<file path="src/rtl/buzz_pkg.sv">
// Shared types for the buzzer activity decoder: channel activity classes,
// event FSM states and the event code width.
package buzz_pkg;

    localparam int unsigned EVT_CODE_W = 2;

    typedef enum logic [EVT_CODE_W-1:0] {
        SILENT = 2'b00,
        STEADY = 2'b01,
        TONE   = 2'b10,
        GLITCH = 2'b11
    } buzz_class_e;

    typedef enum logic [1:0] {
        ST_IDLE,
        ST_LOAD,
        ST_SEND
    } evt_state_e;

endpackage

</file>
<file path="src/rtl/buzz_chan_meter.sv">
// Per-channel buzzer meter: 2-flop synchroniser, both-edge detector,
// saturating edge counter and end-of-window classifier.
module buzz_chan_meter
    import buzz_pkg::*;
#(
    parameter int unsigned MIN_TOGGLES = 4,
    parameter int unsigned CNT_W       = 8
) (
    input  logic        clk,
    input  logic        rst_n,
    input  logic        ena,
    input  logic        win_end,
    input  logic        buzz_in,
    output buzz_class_e cls,
    output logic        changed
);

    logic             sync1_q;
    logic             sync2_q;
    logic             prev_q;
    logic [CNT_W-1:0] cnt_q;
    logic [CNT_W-1:0] cnt_d;
    buzz_class_e      cls_q;
    buzz_class_e      cls_d;
    logic             toggle;
    logic [CNT_W:0]   total;

    // Synchroniser, edge history, edge counter and class registers.
    always_ff @(posedge clk or negedge rst_n) begin
        if (!rst_n) begin
            sync1_q <= 1'b0;
            sync2_q <= 1'b0;
            prev_q  <= 1'b0;
            cnt_q   <= '0;
            cls_q   <= SILENT;
        end else begin
            sync1_q <= buzz_in;
            sync2_q <= sync1_q;
            prev_q  <= sync2_q;
            cnt_q   <= cnt_d;
            cls_q   <= cls_d;
        end
    end

    // Count edges; at window end classify (including an edge on that very cycle) and restart.
    always_comb begin
        toggle  = sync2_q ^ prev_q;
        total   = {1'b0, cnt_q} + {{CNT_W{1'b0}}, toggle};
        cnt_d   = cnt_q;
        cls_d   = cls_q;
        changed = 1'b0;
        if (ena && toggle && (cnt_q != '1)) begin
            cnt_d = cnt_q + 1'b1;
        end
        if (win_end) begin
            cnt_d = '0;
            if (total == '0) begin
                cls_d = sync2_q ? STEADY : SILENT;
            end else if (total >= (CNT_W+1)'(MIN_TOGGLES)) begin
                cls_d = TONE;
            end else begin
                cls_d = GLITCH;
            end
            changed = (cls_d != cls_q);
        end
    end

    assign cls = cls_q;

endmodule

</file>
<file path="src/rtl/buzzer_activity_decoder.sv">
// Buzzer activity decoder top: window counter, per-channel meters, pending
// change vector, lowest-index picker, valid/ready event FSM and status.
// Optional feature macro: STICKY_LATCH_EN (sticky TONE status with clear).
module buzzer_activity_decoder
    import buzz_pkg::*;
#(
    parameter int unsigned NCH         = 8,
    parameter int unsigned WINDOW      = 64,
    parameter int unsigned MIN_TOGGLES = 4,
    parameter int unsigned CNT_W       = 8,
    localparam int unsigned CW         = (NCH > 1) ? $clog2(NCH) : 1
) (
    input  logic                  clk,
    input  logic                  rst_n,
    input  logic                  ena,
    input  logic [NCH-1:0]        buzz_in,
    input  logic                  clear,
    output logic                  evt_valid,
    input  logic                  evt_ready,
    output logic [CW-1:0]         evt_chan,
    output logic [EVT_CODE_W-1:0] evt_code,
    output logic [NCH-1:0]        status
);

    localparam int unsigned WW = (WINDOW > 1) ? $clog2(WINDOW) : 1;

    logic [WW-1:0]  win_q;
    logic [WW-1:0]  win_d;
    logic           win_end;
    buzz_class_e    cls [NCH];
    logic [NCH-1:0] changed;
    logic [NCH-1:0] pending_q;
    logic [NCH-1:0] pending_d;
    logic [NCH-1:0] clr_mask;
    logic [NCH-1:0] tone_map;
    logic [CW-1:0]  pick_idx;
    logic           pick_found;
    evt_state_e     state_q;
    evt_state_e     state_d;
    logic [CW-1:0]  chan_q;
    logic [CW-1:0]  chan_d;
    buzz_class_e    code_q;
    buzz_class_e    code_d;

    for (genvar g = 0; g < NCH; g++) begin : g_chan
        buzz_chan_meter #(
            .MIN_TOGGLES (MIN_TOGGLES),
            .CNT_W       (CNT_W)
        ) u_meter (
            .clk     (clk),
            .rst_n   (rst_n),
            .ena     (ena),
            .win_end (win_end),
            .buzz_in (buzz_in[g]),
            .cls     (cls[g]),
            .changed (changed[g])
        );
    end

    // Window counter advances only while measuring.
    always_comb begin
        win_end = ena && (win_q == WW'(WINDOW - 1));
        win_d   = win_q;
        if (ena) begin
            win_d = win_end ? '0 : win_q + 1'b1;
        end
    end

    // Lowest-index pending channel.
    always_comb begin
        pick_idx   = '0;
        pick_found = 1'b0;
        for (int unsigned i = 0; i < NCH; i++) begin
            if (pending_q[i] && !pick_found) begin
                pick_idx   = CW'(i);
                pick_found = 1'b1;
            end
        end
    end

    // Event FSM next state; LOAD samples the channel's newest class. A new change wins over the clear.
    always_comb begin
        state_d  = state_q;
        chan_d   = chan_q;
        code_d   = code_q;
        clr_mask = '0;
        case (state_q)
            ST_IDLE: begin
                if (|pending_q) state_d = ST_LOAD;
            end
            ST_LOAD: begin
                chan_d             = pick_idx;
                code_d             = cls[pick_idx];
                clr_mask[pick_idx] = 1'b1;
                state_d            = ST_SEND;
            end
            ST_SEND: begin
                if (evt_ready) state_d = (|pending_q) ? ST_LOAD : ST_IDLE;
            end
            default: state_d = ST_IDLE;
        endcase
        pending_d = (pending_q & ~clr_mask) | changed;
    end

    // Window counter, pending vector and event registers.
    always_ff @(posedge clk or negedge rst_n) begin
        if (!rst_n) begin
            win_q     <= '0;
            pending_q <= '0;
            state_q   <= ST_IDLE;
            chan_q    <= '0;
            code_q    <= SILENT;
        end else begin
            win_q     <= win_d;
            pending_q <= pending_d;
            state_q   <= state_d;
            chan_q    <= chan_d;
            code_q    <= code_d;
        end
    end

    // Live TONE bitmap from the registered classes.
    always_comb begin
        tone_map = '0;
        for (int unsigned i = 0; i < NCH; i++) begin
            tone_map[i] = (cls[i] == TONE);
        end
    end

`ifdef STICKY_LATCH_EN
    logic [NCH-1:0] sticky_q;
    logic [NCH-1:0] sticky_d;

    // Sticky bits collect TONE; clear reloads from the live map so a concurrent TONE survives.
    always_comb begin
        sticky_d = clear ? tone_map : (sticky_q | tone_map);
        status   = sticky_q | tone_map;
    end

    // Sticky register.
    always_ff @(posedge clk or negedge rst_n) begin
        if (!rst_n) sticky_q <= '0;
        else        sticky_q <= sticky_d;
    end
`else
    logic unused_clear;

    // Status is the live TONE bitmap; clear has no effect.
    always_comb begin
        unused_clear = clear;
        status       = tone_map;
    end
`endif

    assign evt_valid = (state_q == ST_SEND);
    assign evt_chan  = chan_q;
    assign evt_code  = code_q;

endmodule

</file>
<file path="config.mk">
export PLATFORM = sky130hd
export DESIGN_NAME = buzzer_activity_decoder
export DESIGN_NICKNAME = d
export VERILOG_FILES = /design/src/rtl/buzz_pkg.sv /design/src/rtl/buzz_chan_meter.sv /design/src/rtl/buzzer_activity_decoder.sv
export SDC_FILE = /design/constraint.sdc
export NUM_CORES = 1
export LEC_CHECK = 0
export ABC_CLOCK_PERIOD_IN_PS = 2100
export BUFFER_PORTS_ARGS = -buffer_cell sky130_fd_sc_hd__buf_2
export CORE_AREA = 2 2 165 167
export CTS_CLUSTER_DIAMETER = 120
export DETAILED_ROUTE_END_ITERATION = 8
export DIE_AREA = 0 0 167 169
export GPL_TIMING_DRIVEN = 0
export HOLD_SLACK_MARGIN = 0.15
export PLACE_DENSITY = 0.4
export SLEW_MARGIN = 40
export SYNTH_ARGS = -nofsm -noshare
export SYNTH_HDL_FRONTEND = slang
export SYNTH_SLANG_ARGS = --single-unit
</file>
<file path="constraint.sdc">
create_clock -name clk -period 2.1 [get_ports clk]
set_clock_uncertainty 0.15 [all_clocks]
set_input_delay 0.105 -clock clk [delete_from_list [all_inputs] [get_ports clk]]
set_output_delay 0.105 -clock clk [all_outputs]
set_load 0.02 [all_outputs]
</file>
* Word-level counts from Yosys, hierarchy flattened
Index checks and enable logic that the tools add are counted.
Cells by class: $add $sub $neg 17, $mul 0, div/mod/pow operators 0, $lt $le $gt $ge 11, eq/ne operators 29, shifts and indexed selects 0, multiplexer cells 81, bitwise gates (word level) 12, reduce and logical (&&, ||, !) cells 51
Operators with widths (number):
- $mux 8 | 17
- $add 8x1->9 | 8
- $ge 9x3->1 const B | 8
- $logic_not 9->1 | 8
- $add 8x1->8 const B | 8
- $ne 8x8->1 const B | 8
- $mux 2 | 21
- $mux 1 | 34
- $logic_and 1x1->1 | 25
- $eq 2x2->1 const B | 9
- $ne 2x2->1 | 8
- $reduce_bool 2->1 | 8
- $mux 3 | 5
- $and 8x8->8 | 1
- $not 8->8 | 1
- $or 8x8->8 | 1
- $reduce_or 8->1 | 1
- $xor 1x1->1 | 8
- $logic_not 1->1 | 7
- $add 6x1->6 const B | 1
- $bmux 2 s3 | 1
- $eq 6x6->1 const B | 1
- $mux 6 | 1
- $pmux 2 s3 | 1
- other kinds (10) | 10
Storage, ports and cells: register bits after elaboration 125, latch bits 0, RAM bits 0, bits in read-only memories 0, input bits 13, memories 0

* Longest topological paths before layout
Gate-level depths: netlist (run 1).
word-level depth 30, gate-level depth with buffers 9, mapped depth without buffers 9

* Hierarchy
From an unflattened synthesis (run 1), not the netlist that was laid out.
Unflattened totals: cells, all modules 687, area total of the unflattened synthesis 6904.1 µm²
Modules (own cells, without submodules):
- buzz_chan_meter | instances 8, cells each 72, area each 718.2 µm², seq. area each 325.3 µm²
- buzzer_activity_decoder | instances 1, cells each 111, area each 1158.6 µm², seq. area each 525.5 µm²

* Least setup slack after synthesis (run 1)
No wires, ideal clock.
kind register -> register, start point register g_chan[5].u_meter.sync2_q, end point register pending_q[5], data arrival time 2.073 ns, required time 1.814 ns, path slack -0.259 ns, stages on the path, launching flop included 9, path buffers 0, clock period less this slack 2.359 ns, cell sequence dfrtp_1 -> xor2_1 -> ha_1 -> ha_1 -> or4b_2 -> nand2_1 -> a22o_1 -> mux2_2 -> o21ai_0
On the way: cells in the longest elaborated chain, start to end 9
RTL lines:
- from (decl) | line buzz_chan_meter.sv:19 | logic sync2_q;
- from (signal assigned) | line buzz_chan_meter.sv:38 | sync2_q <= sync1_q;
- $xor 1x1->1 | line buzz_chan_meter.sv:47 | toggle = sync2_q ^ prev_q;
- $add 8x1->9 | line buzz_chan_meter.sv:48 | total = {1'b0, cnt_q} + {{CNT_W{1'b0}}, toggle};
- $ge 9x3->1 | line buzz_chan_meter.sv:59 | end else if (total >= (CNT_W+1)'(MIN_TOGGLES)) begin
- $mux 1 | line buzz_chan_meter.sv:59
- $mux 2 (*) | line buzz_chan_meter.sv:57 | if (total == '0) begin
- $mux 2 (*) | line buzz_chan_meter.sv:55 | if (win_end) begin
- $ne 2x2->1 (*) | line buzz_chan_meter.sv:64 | changed = (cls_d != cls_q);
- $mux 1 (*) | line buzz_chan_meter.sv:55
- $or 8x8->8 (*) | line buzzer_activity_decoder.sv:102 | pending_d = (pending_q & ~clr_mask) | changed;
- via pending_d[5] | line buzzer_activity_decoder.sv:33 | logic [NCH-1:0] pending_d;
- to (signal assigned) | line buzzer_activity_decoder.sv:115 | pending_q <= pending_d;
- to (decl) | line buzzer_activity_decoder.sv:32 | logic [NCH-1:0] pending_q;
Mark *: on every way through the listed nets, which the timed path passes. The rest lies on a longest branch. The select of a mux whose other input is x is not followed. A chain may end at the register's enable or synchronous reset.

* Final worst setup path (run 1)
start point register g_chan[6].u_meter.prev_q, end point register pending_q[6]
On the way: cells in the longest elaborated chain, start to end 9
RTL lines:
- from (decl) | line buzz_chan_meter.sv:20 | logic prev_q;
- from (signal assigned) | line buzz_chan_meter.sv:39 | prev_q <= sync2_q;
- $xor 1x1->1 (*) | line buzz_chan_meter.sv:47
- $add 8x1->9 (*) | line buzz_chan_meter.sv:48
- $ge 9x3->1 | line buzz_chan_meter.sv:59
- $mux 1 | line buzz_chan_meter.sv:59
- $mux 2 (*) | line buzz_chan_meter.sv:57
- $mux 2 (*) | line buzz_chan_meter.sv:55
- $ne 2x2->1 (*) | line buzz_chan_meter.sv:64
- $mux 1 (*) | line buzz_chan_meter.sv:55
- $or 8x8->8 (*) | line buzzer_activity_decoder.sv:102
- via pending_d[6] | line buzzer_activity_decoder.sv:33
Marked as above.

==> results.txt, run 1 <==
All-Layer GR Usage: 0.121
Syn nets: 700
Die ar.: 28200 um2
Worst slew pin tran: 0.713 ns
Netlist cell types: 56
Critical path type: register to register
Final min period: 2.25 ns
Status: finished with violations
Asr flop ratio synth: 1.00
First-pass GRT wire length: 26900 um
Initial antenna violation count: 0
HPWL Detailed: 11100 um
Synth Area in Compound Gates: 0.120
Final Setup Violations: 9
RSZ-0062 raised after global routing: yes
Top FF cell, synth: dfrtp_1
Maximum vdd drop: 0.000468 V
Drt pass-1 iters: 4
Largest family of logic cells by synthesized area: simple AND/OR/NAND/NOR gates
Vias per cell: 4.64
Total clock sinks: 125
Residual DRC: 0
IO Count: 27
Sequential cell area fraction in the yosys report: 0.478
Critical path launch point type: register
Layout cells sized above 1: 0.262
Simple-Gate Fraction of Synth Area: 0.207
Area delta synth->final: 32.8%
Die H: 169 um
Max Cap Viol: 0
Via Count: 5145
XOR/XNOR share of the synthesized area: 0.0817
Worst hold path class: input port to register
IO Port Bufs: 25
Ys Warns: 0
Routed length per placed instance: 14.6 um
Largest net degree at the start of global routing: 55
CTS max path bufs: 2
Post-synth EDFFs: 0
Avg Inst Size Synth: 9.88 um2
Synth top area share: 0.478
Synth Area in Adders: 0.0478
Final period util: 1.07
Iter 0 DRT Violations: 251
Fin worst setup slack: -0.147 ns
CTS tree: done
Crit path DAT: 2.44 ns
Netlist Area Pre-Place: 6540 um2
Num CTS Buffers: 17
Total core area: 26500 um2
Antenna-violating nets left: 0
Dpl ws: -0.372 ns
Remaining Overflow, GRT: 0
CTS Root Cell: clkbuf_16
Count leader, synth: dfrtp_1
Die X-Extent: 167 um
Post-synth top cells: dfrtp_1 (125), nor2_1 (89), o21ai_0 (45)
Hold Violations, Final: 0
LEAKAGE: 3.69 nW
Vias in the first global route: 5096
Register bit total from synthesis: 125
ANT cells: 0
Clk Latency, worst-skew pair: 0.42 ns
Post-Syn Instances: 662
CP Capture Type: register
Nets: 794
Final Power: 0.0120 W
CP Data Required Time: 2.29 ns
Worst slew margin: 0.525
Setup tns final: -0.803 ns
Fin. max-slew vios: 0
Failing checks: negative setup slack
CP Max Fanout: 3
Cell Pwr Density: 1380 nW/um2
Post-synthesis mux area share: 0.0404
Ranking of synthesized cells by area: dfrtp_1 (48%), xnor2_1 (5.2%), nor2_1 (5.1%), ha_1 (4.8%), o21ai_0 (3.4%)
DRT Wirelength: 16200 um
Area leader, netlist: dfrtp_1
Clk slew on worst S/H paths: 0.05 ns
Row count: 60
FMAX: 0.445 GHz
Starting Density: 0.247
Placer Congestion: 0.798
H-tree depth: 4
## layout make-up
class,instances,area [um2]
plain buffers,25,138
clock buffers,19,443
clock inverters,12,241
fillers,2683,17800
inverters,12,45.0
multi-input cells,500,3660
flip-flops and latches,125,3130
well taps,341,427
repair buffers,75,599
## cells by family (layout without fill, tap and decap cells)
group	count (synthesis)	in the layout
adder cells (fa/ha/maj)	25	25
multiplexers	25	25
XOR/XNOR	61	61
flip-flops	125	125
buffers and inverters	37	143
AND/OR/NAND/NOR	270	270
AO/OA/AOI/OAI	119	119
## placed cells by master (no fill, tap or decap), types with 6 or more instances in the layout
| master | Yosys | routed |
|---|---|---|
| clkbuf_16 | 0 | 17 |
| bufinv_16 | 0 | 7 |
| nand2_1 | 43 | 37 |
| nand2b_1 | 8 | 7 |
| and2_1 | 9 | 8 |
| o311a_1 | 6 | 6 |
| mux2_4 | 0 | 7 |
| nor3_1 | 24 | 21 |
| inv_1 | 12 | 12 |
| o21ai_0 | 45 | 37 |
| nand4_1 | 17 | 17 |
| xor2_1 | 22 | 14 |
| nor2b_1 | 11 | 11 |
| dlygate4sd3_1 | 0 | 13 |
| a21oi_1 | 19 | 16 |
| o21ai_2 | 0 | 7 |
| or3_1 | 11 | 10 |
| buf_2 | 15 | 36 |
| buf_4 | 0 | 35 |
| ha_4 | 0 | 8 |
| xor2_2 | 0 | 8 |
| mux2i_1 | 14 | 13 |
| dfrtp_1 | 125 | 120 |
| ha_2 | 0 | 8 |
| nor2_1 | 89 | 88 |
| ha_1 | 25 | 9 |
| a31oi_1 | 10 | 10 |
| nand3_1 | 36 | 36 |
| xnor2_1 | 39 | 39 |
## through the flow
stage                     area (um2)  hold WS (ns)  instances  utilization
after floorplan                 6670        -0.341        662            -
after global placement          7220        0.0635       1028        0.272
after detailed placement        7280        -0.150       1030        0.275
after CTS                       8520         0.162       1104        0.321
after global routing            8690         0.163       1109        0.328
final                           8690         0.172       1109        0.328
## worst max-delay path, cell delays in order (launching register included)
cell and delay, ns:
dfrtp_1 0.40, xor2_2 0.19, ha_2 0.21, ha_4 0.17, buf_6 0.11, a21oi_2 0.10
a31oi_1 0.06, nor4_2 0.21, buf_4 0.17, mux2_4 0.30, o21ai_2 0.10
## what timing repair did
item                                    CTS  global route
hold endpoints to repair                137             0
gates cloned                              0             0
endpoints found under the setup margin   85            79
buffers inserted                         29             8
pin swaps                                34            16
gates resized for setup                  44            31
hold buffers                             14             0
## path summary, 6_finish.rpt
check / start / endpoint / slack [ns] / cells past startpoint
max: g_chan[6].u_meter.prev_q / pending_q[6] / -0.15 / 10
min: ena / win_q[2] / 0.17 / 4
max reg2reg: g_chan[6].u_meter.prev_q / pending_q[6] / -0.15 / 10
min reg2reg: g_chan[2].u_meter.sync1_q / g_chan[2].u_meter.sync2_q / 0.19 / 0
max in group asynchronous: rst_n / pending_q[1] / 0.65 / 5
min in group asynchronous: rst_n / g_chan[6].u_meter.cnt_q[1] / 0.59 / 4
## sequential cells by signal (all words and copies together) (netlist names)
signal,count
g_chan.u_meter.cnt_q,64
g_chan.u_meter.cls,16
g_chan.u_meter.prev_q,8
g_chan.u_meter.sync1_q,8
g_chan.u_meter.sync2_q,8
pending_q,8
win_q,6
evt_chan,3
evt_code,2
state_q,2
## layer usage
layer	up-vias	share of wire	track usage
met3	19	0.028	0.0311
met2	60	0.48	0.196
met5	-	0	0
met1	2518	0.48	0.156
met4	0	0.016	0.0431
li1	2548	-	-
## power by group
part	switching, W	internal, W	leakage, nW	total, W
sequential	0.000883	0.00311	1.55	0.00400
clock	0.00110	0.00237	0.333	0.00346
combinational	0.00229	0.00220	1.81	0.00449
total	0.00427	0.00768	3.69	0.0120
Note: power is estimated with default switching activity, not from simulation.
==> run 2, diff against run 1 <==
--- a/config.mk
+++ b/config.mk
@@ -5,12 +5,13 @@
 export SDC_FILE = /design/constraint.sdc
 export NUM_CORES = 1
 export LEC_CHECK = 0
+export ABC_AREA = 1
 export ABC_CLOCK_PERIOD_IN_PS = 2100
 export BUFFER_PORTS_ARGS = -buffer_cell sky130_fd_sc_hd__buf_2
-export CORE_AREA = 2 2 165 167
+export CORE_AREA = 2 2 168 170
 export CTS_CLUSTER_DIAMETER = 120
 export DETAILED_ROUTE_END_ITERATION = 8
-export DIE_AREA = 0 0 167 169
+export DIE_AREA = 0 0 170 172
 export GPL_TIMING_DRIVEN = 0
 export HOLD_SLACK_MARGIN = 0.15
 export PLACE_DENSITY = 0.4
==> results.txt, run 2 <==
Setup tns final: 0 ns
CP max stage delay: 0.39 ns
Asr flop ratio synth: 1.00
Initial antenna violation count: 0
RSZ-0062 raised after global routing: yes
Fillers: 2931
CP Capture Type: register
Hold Violations, Final: 0
Status: completed
Starting Density: 0.247
Post-Syn Instances: 863
Total core area: 27500 um2
Layout cells sized above 1: 0.196
Netlist Area Pre-Place: 6800 um2
Synth top area share: 0.460
Area of the multi-input gates: 3530 um2
HP Start: buzz_in[1]
Cell Pwr Density: 1250 nW/um2
Max Cap Viol: 0
Worst slew margin: 0.705
FF-to-FF End: pending_q[6]
Crit-path most repeated cell: nand2_1
H-tree depth: 4
Final period util: 0.986
Drt pass-1 iters: 8
HPWL Detailed: 12400 um
Die X-Extent: 170 um
Met1 wire length: 8960 um
Finished Cell Area: 8740 um2
Worst path cell trace: xnor2_2, inv_2, ha_4, ha_4, nand3_4, nor2_1, nand2_1, nand2_2, nor2_4, nand4_1, nand2_1, nand3_2, nand2_2, nand2_1
Uppermost layer routed: met4
FF-to-FF Start: g_chan[6].u_meter.prev_q
Nets: 985
CP Data Required Time: 2.25 ns
Worst r2r path cells: 14
Avg Inst Size Synth: 7.88 um2
Critical path type: register to register
Critical path launch point type: register
First-pass GRT wire length: 29100 um
Crit path DAT: 2.22 ns
Register area: 3130 um2
Area leader, netlist: dfrtp_1
Largest net degree at the start of global routing: 58
Most common cell after layout, fill and taps aside: nand2_1
Fin. max-slew vios: 0
Register bit total from synthesis: 125
Area delta synth->final: 28.6%
Maximum vdd drop: 0.000453 V
Count leader, synth: nand2_1
Routed length per placed instance: 13.8 um
ANT cells: 0
Min Hold Slack: 0.177 ns
CP Max Fanout: 4
R2R Setup Slk: 0.03 ns
Residual DRC: 0
CTS Root Cell: clkbuf_16
Total clock sinks: 125
DRT Wirelength: 18000 um
Placed Area: 7430 um2
Met3 WL: 433 um
Die ar.: 29200 um2
Remaining Overflow, GRT: 0
Worst hold stages: 2
CTS max path bufs: 2
Via Count: 5870
Clk slew on worst S/H paths: 0.06 ns
Slowest-stage cell, CP: dfrtp_1
Metal2 WL: 8440 um
Sequential cell area fraction in the yosys report: 0.460
Final min period: 2.07 ns
Clk Latency, worst-skew pair: 0.42 ns
Max reg flops: 64
Top FF cell, synth: dfrtp_1
Post-synth EDFFs: 0
Vias in the first global route: 5523
Die H: 172 um
CTS tree: done
Worst hold path class: input port to register
IO Port Bufs: 25
Row count: 61
Highest-count cells in the layout ignoring fill and taps: nand2_1 (175), dfrtp_1 (125), inv_1 (111), nor2_1 (69)
Worst slew pin tran: 0.442 ns
Syn nets: 901
Iter 0 DRT Violations: 385
Worst Hold Endpoint: g_chan[1].u_meter.sync1_q
Ranking of synthesized cells by area: dfrtp_1 (46%), nand2_1 (10%), inv_1 (6.3%), nand3_1 (5.1%), ha_1 (4.6%)
Post-synth top cells: nand2_1 (183), dfrtp_1 (125), inv_1 (115)
Num CTS Buffers: 17
All-Layer GR Usage: 0.129
Vias per cell: 4.49
IO Count: 27
LEAKAGE: 4.02 nW
Ys Warns: 0
Placer Congestion: 0.780
Final Setup Violations: 0
FMAX: 0.483 GHz
Antenna-violating nets left: 0
Netlist cell types: 35
Top reg by flops: g_chan.u_meter.cnt_q
[run 2: layout make-up]
type	instances	share of cell area
clock buffers	20	0.0522
well taps	346	0.0495
multi-input cells	603	0.404
plain buffers	14	0.0120
repair buffers	65	0.0592
inverters	121	0.0519
flip-flops and latches	125	0.358
clock inverters	12	0.0137
[run 2: worst max path at each step]
stage	from	to	slack, ns	depth (start not counted)
6_report	g_chan[6].u_meter.prev_q	pending_q[6]	0.03	14
4_1_cts	g_chan[6].u_meter.sync2_q	pending_q[6]	-0.02	14
5_1_grt	g_chan[6].u_meter.sync2_q	pending_q[6]	-0.13	15
3_3_place_gp	rst_n	g_chan[5].u_meter.cnt_q[3]	-1.20	1
2_1_floorplan	g_chan[6].u_meter.prev_q	pending_q[6]	0.006	14
3_5_place_dp	g_chan[6].u_meter.sync2_q	pending_q[6]	-0.30	14
[run 2: power by group]
part	internal (W)	total [W]	switching [W]	leakage, nW
registers	0.00321	0.00405	0.000841	1.46
logic	0.00149	0.00400	0.00251	2.28
clock network	0.00179	0.00292	0.00112	0.277
[run 2: stage by stage]
stage	util	setup WS, ns	cells	power, W
2_1_floorplan	-	0.00586	863	0.00649
3_3_place_gp	0.268	-1.20	1234	0.00751
4_1_cts	0.301	-0.0233	1284	0.0107
3_5_place_dp	0.270	-0.298	1236	0.00750
6_report	0.318	0.0301	1306	0.0110
5_1_grt	0.318	-0.133	1306	0.0120
[run 2: what timing repair did]
item | CTS | global route
pin swaps | 10 | 45
hold endpoints to repair | 145 | 0
setup endpoints to repair | 12 | 38
hold buffers | 13 | 0
buffers inserted | 3 | 22
resized for setup | 17 | 80
[run 2: cells by family after synthesis]
logic type	after synthesis	synth area share
AND/OR/NAND/NOR	416	0.285
flip-flops	125	0.460
adder cells (fa/ha/maj)	25	0.0460
buffers and inverters	135	0.0797
AO/OA/AOI/OAI	150	0.114
XOR/XNOR	12	0.0155
[run 2: per-layer routing]
metal | track usage | vias up
li1 | - | 3020
met1 | 0.175 | 2772
met2 | 0.211 | 65
met3 | 0.0233 | 13
met4 | 0.0346 | 0
met5 | 0 | -
[run 2: worst max-delay path, delay by kind of cell (launching register included)]
kind	cells	cell delay, ns
XOR/XNOR	1	0.20
adder cells (fa/ha/maj)	2	0.34
buffers and inverters	1	0.08
flip-flops	1	0.39
AND/OR/NAND/NOR	10	0.80
